[src/rtl/i2c_target_regfile.sv]
// i2c_target_regfile: I2C target with glitch-filtered pad inputs exposing an 8-bit register file,
// pointer write, auto-incrementing burst read/write with wrap, repeated START and a user port.
module i2c_target_regfile #(
   parameter logic [6:0] I2C_ADDR    = 7'h29,
   parameter int         REG_AW      = 4,
   parameter int         SYNC_STAGES = 2,
   parameter int         FILT_LEN    = 3,
   parameter logic [7:0] RST_VAL     = 8'h00
) (
   input  logic              wb_clk_i,
   input  logic              wb_rst_i,
   input  logic              scl_i,
   input  logic              sda_i,
   output logic              sda_oe,
   input  logic              usr_we,
   input  logic [REG_AW-1:0] usr_addr,
   input  logic [7:0]        usr_wdata,
   output logic [7:0]        usr_rdata,
   output logic              i2c_wr_stb,
   output logic [REG_AW-1:0] i2c_wr_addr,
   output logic [7:0]        i2c_wr_data,
   output logic              busy
);
   localparam int NUM_REGS = 2**REG_AW;
   localparam logic [2:0] IDLE = 3'd0, ADDR = 3'd1, PTR = 3'd2, WDATA = 3'd3, RDATA = 3'd4, IGNORE = 3'd5;

   logic [SYNC_STAGES-1:0] scl_s, sda_s;
   logic [1:0]             raw, filt, filt_q;
   logic [1:0][3:0]        cnt;
   logic                   scl_rise, scl_fall, sda_rise, sda_fall, fall_d;
   logic                   start, stop, active, byte_end, ack_end, i2c_we, addr_hit, ptr_ok;
   logic [2:0]             state;
   logic [3:0]             bitcnt;
   logic                   ack, mack;
   logic [7:0]             sr, tx;
   logic [REG_AW-1:0]      ptr, ptr_nx;
   logic [7:0]             regs [NUM_REGS];

   assign raw      = {scl_s[SYNC_STAGES-1], sda_s[SYNC_STAGES-1]};
   assign scl_rise = filt[1] & ~filt_q[1];
   assign scl_fall = ~filt[1] & filt_q[1];
   assign sda_rise = filt[0] & ~filt_q[0];
   assign sda_fall = ~filt[0] & filt_q[0];
   assign start    = sda_fall & filt[1];
   assign stop     = sda_rise & filt[1];
   assign active   = (state != IDLE) && (state != IGNORE);
   assign byte_end = fall_d & active & ~ack & (bitcnt == 4'd8);
   assign ack_end  = fall_d & active & ack;
   assign i2c_we   = byte_end & (state == WDATA);
   assign addr_hit = sr[7:1] == I2C_ADDR;
   assign ptr_ok   = (sr >> REG_AW) == 8'd0;
   assign ptr_nx   = ptr + REG_AW'(1);
   assign usr_rdata = regs[usr_addr];

   // filtered lines only follow the synchroniser after FILT_LEN equal samples
   always_ff @(posedge wb_clk_i or posedge wb_rst_i)
      if (wb_rst_i) begin
         scl_s  <= '1;
         sda_s  <= '1;
         filt   <= '1;
         filt_q <= '1;
         cnt    <= '0;
         fall_d <= 1'b0;
      end else begin
         scl_s  <= {scl_s[SYNC_STAGES-2:0], scl_i};
         sda_s  <= {sda_s[SYNC_STAGES-2:0], sda_i};
         filt_q <= filt;
         fall_d <= scl_fall;
         for (int i = 0; i < 2; i++)
            if (raw[i] == filt[i]) cnt[i] <= '0;
            else if (cnt[i] == 4'(FILT_LEN-1)) begin
               filt[i] <= raw[i];
               cnt[i]  <= '0;
            end else cnt[i] <= cnt[i] + 4'd1;
      end

   // SDA only changes on fall_d, one cycle after SCL is seen low
   always_ff @(posedge wb_clk_i or posedge wb_rst_i)
      if (wb_rst_i) begin
         state       <= IDLE;
         busy        <= 1'b0;
         sda_oe      <= 1'b0;
         bitcnt      <= '0;
         ack         <= 1'b0;
         mack        <= 1'b1;
         sr          <= '0;
         tx          <= '0;
         ptr         <= '0;
         i2c_wr_stb  <= 1'b0;
         i2c_wr_addr <= '0;
         i2c_wr_data <= '0;
      end else begin
         i2c_wr_stb <= i2c_we;
         if (i2c_we) begin
            i2c_wr_addr <= ptr;
            i2c_wr_data <= sr;
         end
         if (start) begin
            state  <= ADDR;
            busy   <= 1'b1;
            bitcnt <= '0;
            ack    <= 1'b0;
            sda_oe <= 1'b0;
         end else if (stop) begin
            state  <= IDLE;
            busy   <= 1'b0;
            sda_oe <= 1'b0;
         end else if (scl_rise && active) begin
            if (ack) mack <= filt[0];
            else begin
               sr     <= {sr[6:0], filt[0]};
               bitcnt <= bitcnt + 4'd1;
            end
         end else if (byte_end) begin
            ack <= 1'b1;
            case (state)
               ADDR: begin
                  sda_oe <= addr_hit;
                  if (!addr_hit) state <= IGNORE;
               end
               PTR: begin
                  sda_oe <= ptr_ok;
                  if (ptr_ok) ptr <= sr[REG_AW-1:0];
                  else state <= IGNORE;
               end
               WDATA: begin
                  sda_oe <= 1'b1;
                  ptr    <= ptr_nx;
               end
               default: sda_oe <= 1'b0;
            endcase
         end else if (ack_end) begin
            ack    <= 1'b0;
            bitcnt <= '0;
            sda_oe <= 1'b0;
            case (state)
               ADDR:
                  if (sr[0]) begin
                     state  <= RDATA;
                     tx     <= regs[ptr];
                     sda_oe <= ~regs[ptr][7];
                  end else state <= PTR;
               PTR: state <= WDATA;
               RDATA: begin
                  ptr <= ptr_nx;
                  if (mack) state <= IGNORE;
                  else begin
                     tx     <= regs[ptr_nx];
                     sda_oe <= ~regs[ptr_nx][7];
                  end
               end
               default: ;
            endcase
         end else if (fall_d && active && state == RDATA)
            sda_oe <= ~tx[3'd7 - bitcnt[2:0]];
      end

   // on a same-address collision the I2C write wins
   always_ff @(posedge wb_clk_i or posedge wb_rst_i)
      if (wb_rst_i) for (int i = 0; i < NUM_REGS; i++) regs[i] <= RST_VAL;
      else
         for (int i = 0; i < NUM_REGS; i++)
            if (i2c_we && ptr == REG_AW'(i)) regs[i] <= sr;
            else if (usr_we && usr_addr == REG_AW'(i)) regs[i] <= usr_wdata;
endmodule

[config.mk]
export PLATFORM = sky130hd
export DESIGN_NAME = i2c_target_regfile
export DESIGN_NICKNAME = d
export VERILOG_FILES = /design/src/rtl/i2c_target_regfile.sv
export SDC_FILE = /design/constraint.sdc
export NUM_CORES = 1
export LEC_CHECK = 0
export ABC_AREA = 0
export BUFFER_PORTS_ARGS = -buffer_cell sky130_fd_sc_hd__buf_2
export CAP_MARGIN = 15
export CORE_MARGIN = 1.5
export CORE_UTILIZATION = 55
export DETAILED_ROUTE_END_ITERATION = 6
export HOLD_SLACK_MARGIN = 0.06
export PLACE_DENSITY_LB_ADDON = 0.1
export RECOVER_POWER = 25
export SLEW_MARGIN = 5
export SYNTH_ARGS = -nofsm -noshare
export SYNTH_HDL_FRONTEND = slang
export SYNTH_SLANG_ARGS = --single-unit
[constraint.sdc]
create_clock -name wb_clk_i -period 14.9 [get_ports wb_clk_i]
set_input_delay 2.98 -clock wb_clk_i [delete_from_list [all_inputs] [get_ports wb_clk_i]]
set_output_delay 2.98 -clock wb_clk_i [all_outputs]
set_load 0.1 [all_outputs]
Yosys cells after proc, flatten, opt, wreduce, memory -nomap -nowiden --
Cells that the tools add are included.
Word-level totals: input port bits 17, bits in registers 189
Cells by class: add/subtract/negate cells 5, reduce and logical (&&, ||, !) cells 75, magnitude comparators 4, bitwise gates (word level) 28, equal/unequal tests 54, multiplexer cells 89
Operator list (count):
- 2-to-1 mux 8 bit | 40
- binary-select mux 8 bit (select 4 bit) | 3
- == test 4 bit (second input constant) | 17
- 2-to-1 mux 4 bit | 14
- nonzero test 2 bit | 20
- logical AND 1 bit | 36
- == test 4 x 3 -> 1 bit (second input constant) | 8
- 2-to-1 mux 3 bit | 9
- == test 4 x 2 -> 1 bit (second input constant) | 6
- adder 4 x 1 -> 4 bit (second input constant) | 4
- 2-to-1 mux 1 bit | 16
- case mux 8 bit (2 select lines) | 1
- >= comparator 5 bit (second input constant) | 3
- inequality test 5 bit (second input constant) | 3
- inverter 4 -> 5 bit | 3
- inverter 1 bit | 14
- AND reduction 7 bit | 2
- inequality test 3 bit (second input constant) | 4
- AND reduction 4 bit | 3
- AND 1 bit | 11
- nonzero test 5 bit | 2
- case mux 3 bit (3 select lines) | 1
- nonzero test 3 bit | 3
- == test 4 x 1 -> 1 bit (second input constant) | 2
- other kinds (22) | 30

Logic depth before layout (Yosys ltp) --
Gate-level depths: netlist of the first run.
word-level depth 13, mapped depth 12, depth with buffers taken out 9

Worst setup path after synthesis of the first run --
Ideal clock, no wire load.
path type input -> output, from input usr_addr[0], to output usr_rdata[1], cell stages on the path 4, data arrival time 4814 ps, data required time 11920 ps, path slack 7106 ps, cells stage by stage buf_2 -> buf_2 -> mux4_2 -> mux4_2
Between the ends: cells in the longest elaborated chain, start to end 4
RTL lines:
- from (decl) | line 16 | input logic [REG_AW-1:0] usr_addr,
- inverter 4 -> 5 bit (not written as such) | line 53 | assign usr_rdata = regs[usr_addr];
- binary-select mux 8 bit (select 4 bit) | line 53
- 2-to-1 mux 8 bit (not written as such) (2 in a row) | line 53
- to (decl) | line 18 | output logic [7:0] usr_rdata,
Every way passes these cells. The select of a mux whose other input is x is not followed.

Worst setup path after layout of the first run --
from input usr_addr[1], to output usr_rdata[0]
Same word-level chain as after synthesis.

==> results of run 1 <==
metal layers:
layer  track usage  vias up  share of wire
li1              -     3948              -
met1         0.479     4542           0.44
met2         0.457      491           0.44
met3        0.0730       43          0.095
met4        0.0922        0          0.021
met5             0        -              0
worst paths after layout:
kind,startpoint,end,slack [ns]
setup / recovery,usr_addr[1],usr_rdata[0],6.83
hold / removal,scl_s[0],scl_s[1],0.36
setup reg to reg,ptr[1],tx[5],9.15
hold reg to reg,scl_s[0],scl_s[1],0.36
max in group asynchronous,wb_rst_i,ptr[0],7.73
min in group asynchronous,wb_rst_i,regs[92],4.20
stage by stage:
stage                     power (uW)  worst slack (ns)
after floorplan                 1240              6.79
after global placement          1410              6.90
after detailed placement        1420              6.84
after CTS                       1880              6.84
after global routing            1980              6.65
final                           1890              6.83
layout make-up:
cell class	count	share of cell area
antenna	3	0.000586
clock buffer	18	0.0335
clock inverter	14	0.0117
inverter	13	0.00391
multi-input combinational	801	0.529
sequential	189	0.370
tap	275	0.0268
timing repair buffer	55	0.0240
sequential cells by signal, indices dropped and copies added, names as in the netlist, 3 cells and up:
| name | count |
|---|---|
| regs | 128 |
| ptr | 4 |
| bitcnt | 4 |
| i2c_wr_data | 8 |
| tx | 8 |
| cnt | 8 |
| i2c_wr_addr | 4 |
| sr | 8 |
| state | 3 |
cell families (layout without fill, tap and decap cells):
logic type | after synthesis | after routing | synth area share
xor+xnor | 14 | 14 | 0.0109
fa+ha+maj | 10 | 10 | 0.0105
compound gates | 187 | 187 | 0.0860
mux | 272 | 272 | 0.347
other cells | 0 | 3 | 0
flops | 189 | 189 | 0.396
buf+inv | 103 | 100 | 0.0352
simple gates | 318 | 318 | 0.114
cells in the mapped netlist, types with 2 or more instances:
library cell  instances
clkbuf_1             54
o21ai_0             144
a211oi_1              7
nor2b_1               4
a31oi_1              10
xnor2_1               2
o2111ai_1             2
nand3_1              13
nand3b_1              3
buf_1                 8
mux2_2               14
dfrtp_1             180
nor3_2                4
nand2_1             208
dfstp_2               9
inv_1                12
o211ai_1              2
nor2_1               50
a21oi_1              10
mux2i_1             145
buf_2                28
o21ai_1               2
nor3b_1               3
o22ai_1               3
xor2_1               11
ha_1                 10
or3_1                 2
and2_1                9
mux4_2              113
nor3_1                5
nand2b_1             11
critical path, cell delays in order:
cell and delay (ns):
buf_2 0.64, mux4_2 0.59, mux4_2 0.54, buf_2 0.32
power groups by stage:
stage / Clock, uW / Combinational [uW] / Sequential (uW)
6_report: 466 / 566 / 855
5_1_grt: 490 / 617 / 868
4_1_cts: 470 / 569 / 841
3_5_place_dp: 0 / 570 / 848
3_3_place_gp: 0 / 554 / 851
2_1_floorplan: 0 / 511 / 726
==> impl_metrics.csv, run 1 <==
group,metric,value,unit
outcome,status,"complete, but fails checks",
outcome,violations,"capacitance limit, slew limit",
floorplan,core-area,21200,um^2
clock_tree,path_clk_slew,0.08,ns
timing,tightest_slew,5.37,ns
timing,finalSetupViolCount,0,
timing,clock_skew,0.0157,ns
layout,fin_util,0.606,
clock_tree,holdBufCountCts,0,
timing,finalSetupTns,0,ns
yosys,avgSynthCellArea,11.0,um^2
worst_setup_path,worst-setup-path-type,"in2out",
yosys,seq_area_frac_synth,0.396,
clock_tree,cts_buffers,17,
grt,antenna_found_initial,2,
timing,grt_setup_unrepaired,"no",
clock_tree,worstSkewPairLatency,0.45,ns
grt,grt_pass1_wl,52700,um
yosys,synth_area_leaders,"dfrtp_1, mux4_2, mux2i_1",
timing,finalHoldViolCount,0,
layout,area_growth,7.07,%
power_and_ir_drop,p_leak,0.00487,uW
power_and_ir_drop,power_frac_clock,0.247,
placement,placed_cells,1331,
timing,slew_headroom,-2.60,
layout,drive_above_1_share,0.207,
detailed_routing,routed_wl,33500,um
timing,clock.fmax,0.124,GHz
floorplan,row_count,53,
worst_setup_path,start_kind,"input port",
grt,gr-usage-all-layers,0.317,
placement,routabilityCongestion,0.920,
detailed_routing,ant_nets,0,
power_and_ir_drop,combPwrFrac,0.300,
yosys,syn_area,12000,um^2
layout,final_common_cell,"nand2_1",
power_and_ir_drop,power_density,147,nW/um^2
grt,grt_overflow,0,
yosys,yosysWarnings,0,
hold_path,hold_depth,0,
grt,grt_pass1_vias,8665,
worst_setup_path,crit_required,11.92,ns
layout,fin_area,12800,um^2
hold_path,worst_hold_path_type,"reg2reg",
timing,holdWs,0.361,ns
layout,fillers,1754,
power_and_ir_drop,ir_drop,0.0760,mV
clock_tree,htreeDepth,4,
yosys,synth_top_area_frac,0.376,
timing,slew_violations,211,
layout,nets,1104,
yosys,synth-edff-count,0,
yosys,synthDistinctLibCells,46,
detailed_routing,drt_iter0_drc,940,
yosys,synth_fp_nets,1120,
yosys,async_flop_share,1.00,
worst_setup_path,cp-end-kind,"output pin",
floorplan,die_h,151,um
worst_setup_path,crit_fanout,38,
placement,post-dp-hpwl,23200,um
detailed_routing,viasPerCell,6.60,
yosys,ys.flop_type,"dfrtp_1",
placement,io_buffers,39,
layout,area.sequential,4740,um^2
clock_tree,clockBufferDepth,2,
timing,post-route-period-util,0.542,
timing,period_minus_slack,8.07,ns
clock_tree,cts_resized,0,
placement,placed_area,12300,um^2
job,drv_cap,5,
clock_tree,cts_tree,"yes",
yosys,synthCells,1093,
worst_setup_path,ff2ff_path_depth,10,
clock_tree,cts_root_buffer,"clkbuf_16",
floorplan,io_pins,40,
detailed_routing,drc,0,
layout,final_cell_mix,"nand2_1, dfrtp_1, mux2i_1",
layout,stdcell_count,1368,
clock_tree,clock_sinks,189,
detailed_routing,routed-via-count,9024,
floorplan,initial_core_util,0.566,
grt,grt_start_max_net_pins,122,
power_and_ir_drop,netSwitchingPower,745,uW
floorplan,die_w,151,um
power_and_ir_drop,seq_power_share,0.453,
floorplan,dieArea,22700,um^2
detailed_routing,wire_per_inst,24.5,um
layout,multi_input_area,6780,um^2
detailed_routing,drt_first_pass_iters,5,
worst_setup_path,arrival,5.09,ns
yosys,synth_area_leader_cell,"dfrtp_1",
clock_tree,postCtsSetupBuffers,0,
power_and_ir_drop,swShare,0.395,
yosys,ys_ff_latch,189,
power_and_ir_drop,intPower,1140,uW
(Power assumes the default switching activity.)
==> run 2, diff against run 1 <==
==> constraint.sdc (replaced) <==
create_clock -name wb_clk_i -period 8.21 [get_ports wb_clk_i]
set_input_delay 1.642 -clock wb_clk_i [delete_from_list [all_inputs] [get_ports wb_clk_i]]
set_output_delay 1.642 -clock wb_clk_i [all_outputs]
set_load 0.1 [all_outputs]
==> run 2 against run 1 <==
Effect of this change:
- the run now ends clean
- sequential share of layout area fell by 0.072 points
- sequential cell count did not move
- register-to-register slack lost 4.7 ns
- total power up 80%
- critical path depth is the same
- utilization is 0.12 points higher
- clock power increased by 77%
- clock-buffer cell count is the same
- via count is 0.86% lower
- die area is the same
- largest power group unchanged
==> impl_metrics.csv, run 2 (same netlist as run 1, synthesis figures left out) <==
group,metric,value,unit
outcome,status,"completed",
timing,slew_violations,0,
layout,nets,1102,
layout,largest_register_ffs,128,
power_and_ir_drop,ir_drop,0.166,mV
floorplan,dieArea,22700,um^2
placement,io_buffers,39,
layout,final_cell_mix,"nand2_1, dfrtp_1, mux2i_1",
clock_tree,cts_resized,0,
grt,grt_start_max_net_pins,127,
timing,final.setup.worst_slack,2.82,ns
grt,gr-usage-all-layers,0.314,
timing,slew_headroom,0.183,
layout,drive_above_1_share,0.210,
detailed_routing,drc,0,
clock_tree,cts_buffers,17,
placement,routabilityCongestion,0.899,
detailed_routing,viasPerCell,6.55,
clock_tree,clock_sinks,189,
timing,clock_skew,0.0164,ns
layout,final_common_cell,"nand2_1",
floorplan,core-area,21200,um^2
placement,dp_slack,2.81,ns
grt,grt_pass1_vias,8479,
layout,largest-register,"regs",
clock_tree,postCtsSetupBuffers,0,
timing,finalSetupViolCount,0,
worst_setup_path,crit_fanout,38,
worst_setup_path,arrival,3.75,ns
timing,finalSetupTns,0,ns
floorplan,initial_core_util,0.566,
detailed_routing,wire_per_inst,24.4,um
detailed_routing,routed_wl,33400,um
grt,grt_overflow,0,
floorplan,io_pins,40,
worst_setup_path,crit_required,6.57,ns
floorplan,row_count,53,
clock_tree,cts_tree,"yes",
grt,antenna_found_initial,2,
timing,grt_setup_unrepaired,"no",
timing,finalHoldViolCount,0,
detailed_routing,routed-via-count,8946,
clock_tree,cts_root_buffer,"clkbuf_16",
power_and_ir_drop,power_density,265,nW/um^2
clock_tree,holdBufCountCts,0,
worst_setup_path,start_kind,"input port",
detailed_routing,drt_iter0_drc,997,
floorplan,die_w,151,um
timing,period_minus_slack,5.39,ns
timing,clock.fmax,0.185,GHz
timing,tightest_slew,1.22,ns
grt,grt_pass1_wl,52300,um
placement,post-dp-hpwl,23300,um
layout,area_growth,7.28,%
floorplan,die_h,151,um
hold_path,worst_hold_path_type,"reg2reg",
clock_tree,worstSkewPairLatency,0.45,ns
worst_setup_path,ff2ff_path_depth,9,
detailed_routing,ant_nets,0,
layout,fillers,1716,
job,drv_cap,0,
power_and_ir_drop,p_leak,0.00488,uW
clock_tree,clockBufferDepth,2,
worst_setup_path,cp-end-kind,"output pin",
hold_path,hold_depth,0,
worst_setup_path,worst-setup-path-type,"in2out",
detailed_routing,drt_first_pass_iters,5,
timing,post-route-period-util,0.657,
clock_tree,path_clk_slew,0.08,ns
clock_tree,htreeDepth,4,
==> run 2: cell count changes in the layout (fill, tap and decap cells not counted), moves of 2 or more <==
cell,delta
inv_8,-2
and2_1,+2
clkinvlp_4,-2
clkinv_8,+3
inv_6,+2
and2_0,-2
==> run 2: power by group <==
group	total [uW]	switching (uW)	internal, uW
combinational	1010	518	495
sequential	1560	422	1140
clock	824	419	405
total	3400	1360	2040
==> run 2: final cells by class <==
type	instances	area (um^2)	share of cell area
Clock buffer	18	429	0.0334
Inverter	13	56.3	0.00438
Tap cell	275	344	0.0268
Sequential cell	189	4740	0.369
Timing Repair Buffer	53	295	0.0230
Antenna cell	2	5.00	0.000390
Clock inverter	14	146	0.0114
Multi-Input combinational cell	801	6820	0.531
==> run 2: worst paths after layout <==
| kind | start | end | slack [ns] |
|---|---|---|---|
| worst max-delay path | usr_addr[1] | usr_rdata[0] | 2.82 |
| worst min-delay path | scl_s[0] | scl_s[1] | 0.36 |
| worst max register to register | bitcnt[1] | regs[95] | 4.46 |
| worst min register to register | scl_s[0] | scl_s[1] | 0.36 |
| max in group asynchronous | wb_rst_i | regs[63] | 5.37 |
| min in group asynchronous | wb_rst_i | regs[125] | 1.39 |
==> run 2: worst max-delay path, stage by stage <==
cell	delay, ns
buf_2	0.64
mux4_2	0.59
mux4_2	0.54
buf_2	0.32
==> run 2: per-stage QoR <==
step                area, um^2  power (uW)  cells  hold slack, ns  utilization
floorplan                12000        2240   1093           0.345            -
global placement         12300        2540   1331           0.345        0.580
detailed placement       12300        2570   1331           0.349        0.580
CTS                      12800        3390   1363           0.361        0.607
global route             12800        3560   1365           0.367        0.607
finish                   12800        3400   1365           0.359        0.607
==> run 2: routing by layer <==
layer	track usage	wire, um
met1	0.479	14500
met2	0.448	14700
met3	0.0655	3260
met4	0.100	834
met5	0	0
==> run 3, diff against run 2 <==
==> constraint.sdc (replaced) <==
create_clock -name wb_clk_i -period 4.9 [get_ports wb_clk_i]
set_input_delay 0.98 -clock wb_clk_i [delete_from_list [all_inputs] [get_ports wb_clk_i]]
set_output_delay 0.98 -clock wb_clk_i [all_outputs]
set_load 0.1 [all_outputs]
==> run 3 against run 2 <==
Effect of this change:
- the flow now finishes with violations (capacitance limit, slew limit)
- design area increased by 0.64%
- clock skew decreased by 0.0010 ns
- die area unchanged
- first-iteration DRC count decreased by 22%
- via count decreased by 0.80%
- sequential cell count unchanged
- sequential power increased by 65%
- register-to-register slack got worse by 3.2 ns
- critical endpoint unchanged
==> impl_metrics.csv, run 3 (same netlist as run 1, synthesis figures left out) <==
group,metric,value,unit
outcome,status,"complete, but fails checks",
outcome,violations,"capacitance limit, slew limit",
detailed_routing,routed-via-count,8874,
detailed_routing,viasPerCell,6.47,
grt,grt_overflow,0,
layout,area_growth,7.96,%
timing,grt_setup_unrepaired,"no",
placement,routabilityCongestion,0.923,
worst_setup_path,worst-setup-path-type,"in2out",
hold_path,worst_hold_path_type,"reg2reg",
layout,final_cell_mix,"nand2_1, dfrtp_1, mux2i_1",
detailed_routing,ant_nets,0,
timing,post-route-period-util,0.837,
grt,grt_pass1_wl,51900,um
placement,dp_slack,0.783,ns
clock_tree,cts_buffers,17,
clock_tree,cts_root_buffer,"clkbuf_16",
worst_setup_path,arrival,3.12,ns
power_and_ir_drop,p_leak,0.00493,uW
worst_setup_path,timing.rr.start,"bitcnt[1]",
layout,final_common_cell,"nand2_1",
job,drv_cap,1,
clock_tree,cts_resized,0,
clock_tree,htreeDepth,4,
floorplan,io_pins,40,
timing,finalHoldViolCount,0,
worst_setup_path,cp-end-kind,"output pin",
layout,fillers,1723,
clock_tree,worstSkewPairLatency,0.44,ns
detailed_routing,drc,0,
hold_path,hp-start,"scl_s[0]",
timing,final.setup.worst_slack,0.798,ns
timing,clock.fmax,0.244,GHz
floorplan,core-area,21200,um^2
detailed_routing,drt_first_pass_iters,5,
clock_tree,holdBufCountCts,0,
grt,gr-usage-met2,0.443,
clock_tree,path_clk_slew,0.07,ns
timing,slew_violations,38,
floorplan,die_h,151,um
floorplan,initial_core_util,0.566,
worst_setup_path,crit_fanout,38,
timing,slew_headroom,-0.135,
worst_setup_path,crit_required,3.92,ns
timing,tightest_slew,1.69,ns
layout,largest_register_ffs,128,
clock_tree,clock_sinks,189,
floorplan,die_w,151,um
power_and_ir_drop,total_power,5750,uW
grt,antenna_found_initial,2,
grt,grtUsageMet1,0.488,
layout,drive_above_1_share,0.216,
clock_tree,clockBufferDepth,2,
layout,largest-register,"regs",
worst_setup_path,startpoint,"usr_addr[1]",
layout,fin_area,12900,um^2
placement,post-dp-hpwl,22900,um
timing,finalSetupTns,0,ns
detailed_routing,routed_wl,32800,um
detailed_routing,drt_iter0_drc,778,
layout,nets,1108,
placement,placed_cells,1337,
clock_tree,cts_tree,"yes",
clock_tree,postCtsSetupBuffers,0,
worst_setup_path,r2r_slack,1.26,ns
grt,grt_start_max_net_pins,109,
grt,busiest_layer,"met1",
grt,use_met3,0.0536,
layout,stdcell_count,1371,
floorplan,dieArea,22700,um^2
power_and_ir_drop,power_density,445,nW/um^2
timing,period_minus_slack,4.10,ns
grt,grt_pass1_vias,8463,
timing,clock_skew,0.0154,ns
power_and_ir_drop,ir_drop,0.249,mV
placement,placed_area,12300,um^2
timing,finalSetupViolCount,0,
grt,gr-usage-all-layers,0.312,
placement,io_buffers,39,
worst_setup_path,start_kind,"input port",
detailed_routing,wire_per_inst,23.9,um
floorplan,row_count,53,
[run 3: cell types whose count changed in the layout (fill, tap and decap cells not counted), moves of 2 or more]
| cell | before | now |
|---|---|---|
| buf_12 | 0 | 2 |
| buf_4 | 13 | 17 |
| clkbuf_1 | 3 | 1 |
| clkinv_4 | 3 | 1 |
[run 3: worst max-delay path, cell delays in order]
cell	delay, ns
buf_2	0.68
mux4_2	0.59
mux4_2	0.53
buf_2	0.32
[run 3: where the power goes]
part	leakage (uW)	internal (uW)	total, uW	switching, uW
Clock	0.000292	731	1430	699
Sequential	0.00220	1910	2580	665
Combinational	0.00244	838	1740	905
[run 3: cell type report]
| type | instances | area (um^2) | area share |
|---|---|---|---|
| Multi-Input combinational cell | 801 | 6810 | 0.527 |
| Sequential cell | 189 | 4740 | 0.367 |
| Clock buffer | 17 | 425 | 0.0329 |
| Timing Repair Buffer | 59 | 367 | 0.0284 |
| Tap cell | 275 | 344 | 0.0266 |
| Clock inverter | 15 | 175 | 0.0136 |
| Inverter | 13 | 50.0 | 0.00387 |
| Antenna cell | 2 | 5.00 | 0.000387 |
[run 3: final timing paths]
path	to	cells past startpoint
max	usr_rdata[0]	4
min	scl_s[1]	0
max reg2reg	regs[87]	9
min reg2reg	scl_s[1]	0
max in group asynchronous	ptr[0]	3
min in group asynchronous	regs[101]	2
[run 3: through the flow]
step,util,hold WS (ns)
global route,0.611,0.359
finish,0.611,0.357
CTS,0.611,0.356
floorplan,-,0.345
global placement,0.583,0.346
detailed placement,0.583,0.347
[run 3: per-layer routing]
metal	part of all wire	vias up
li1	-	3963
met1	0.45	4451
met2	0.44	425
met3	0.089	35
met4	0.022	0
met5	0	-
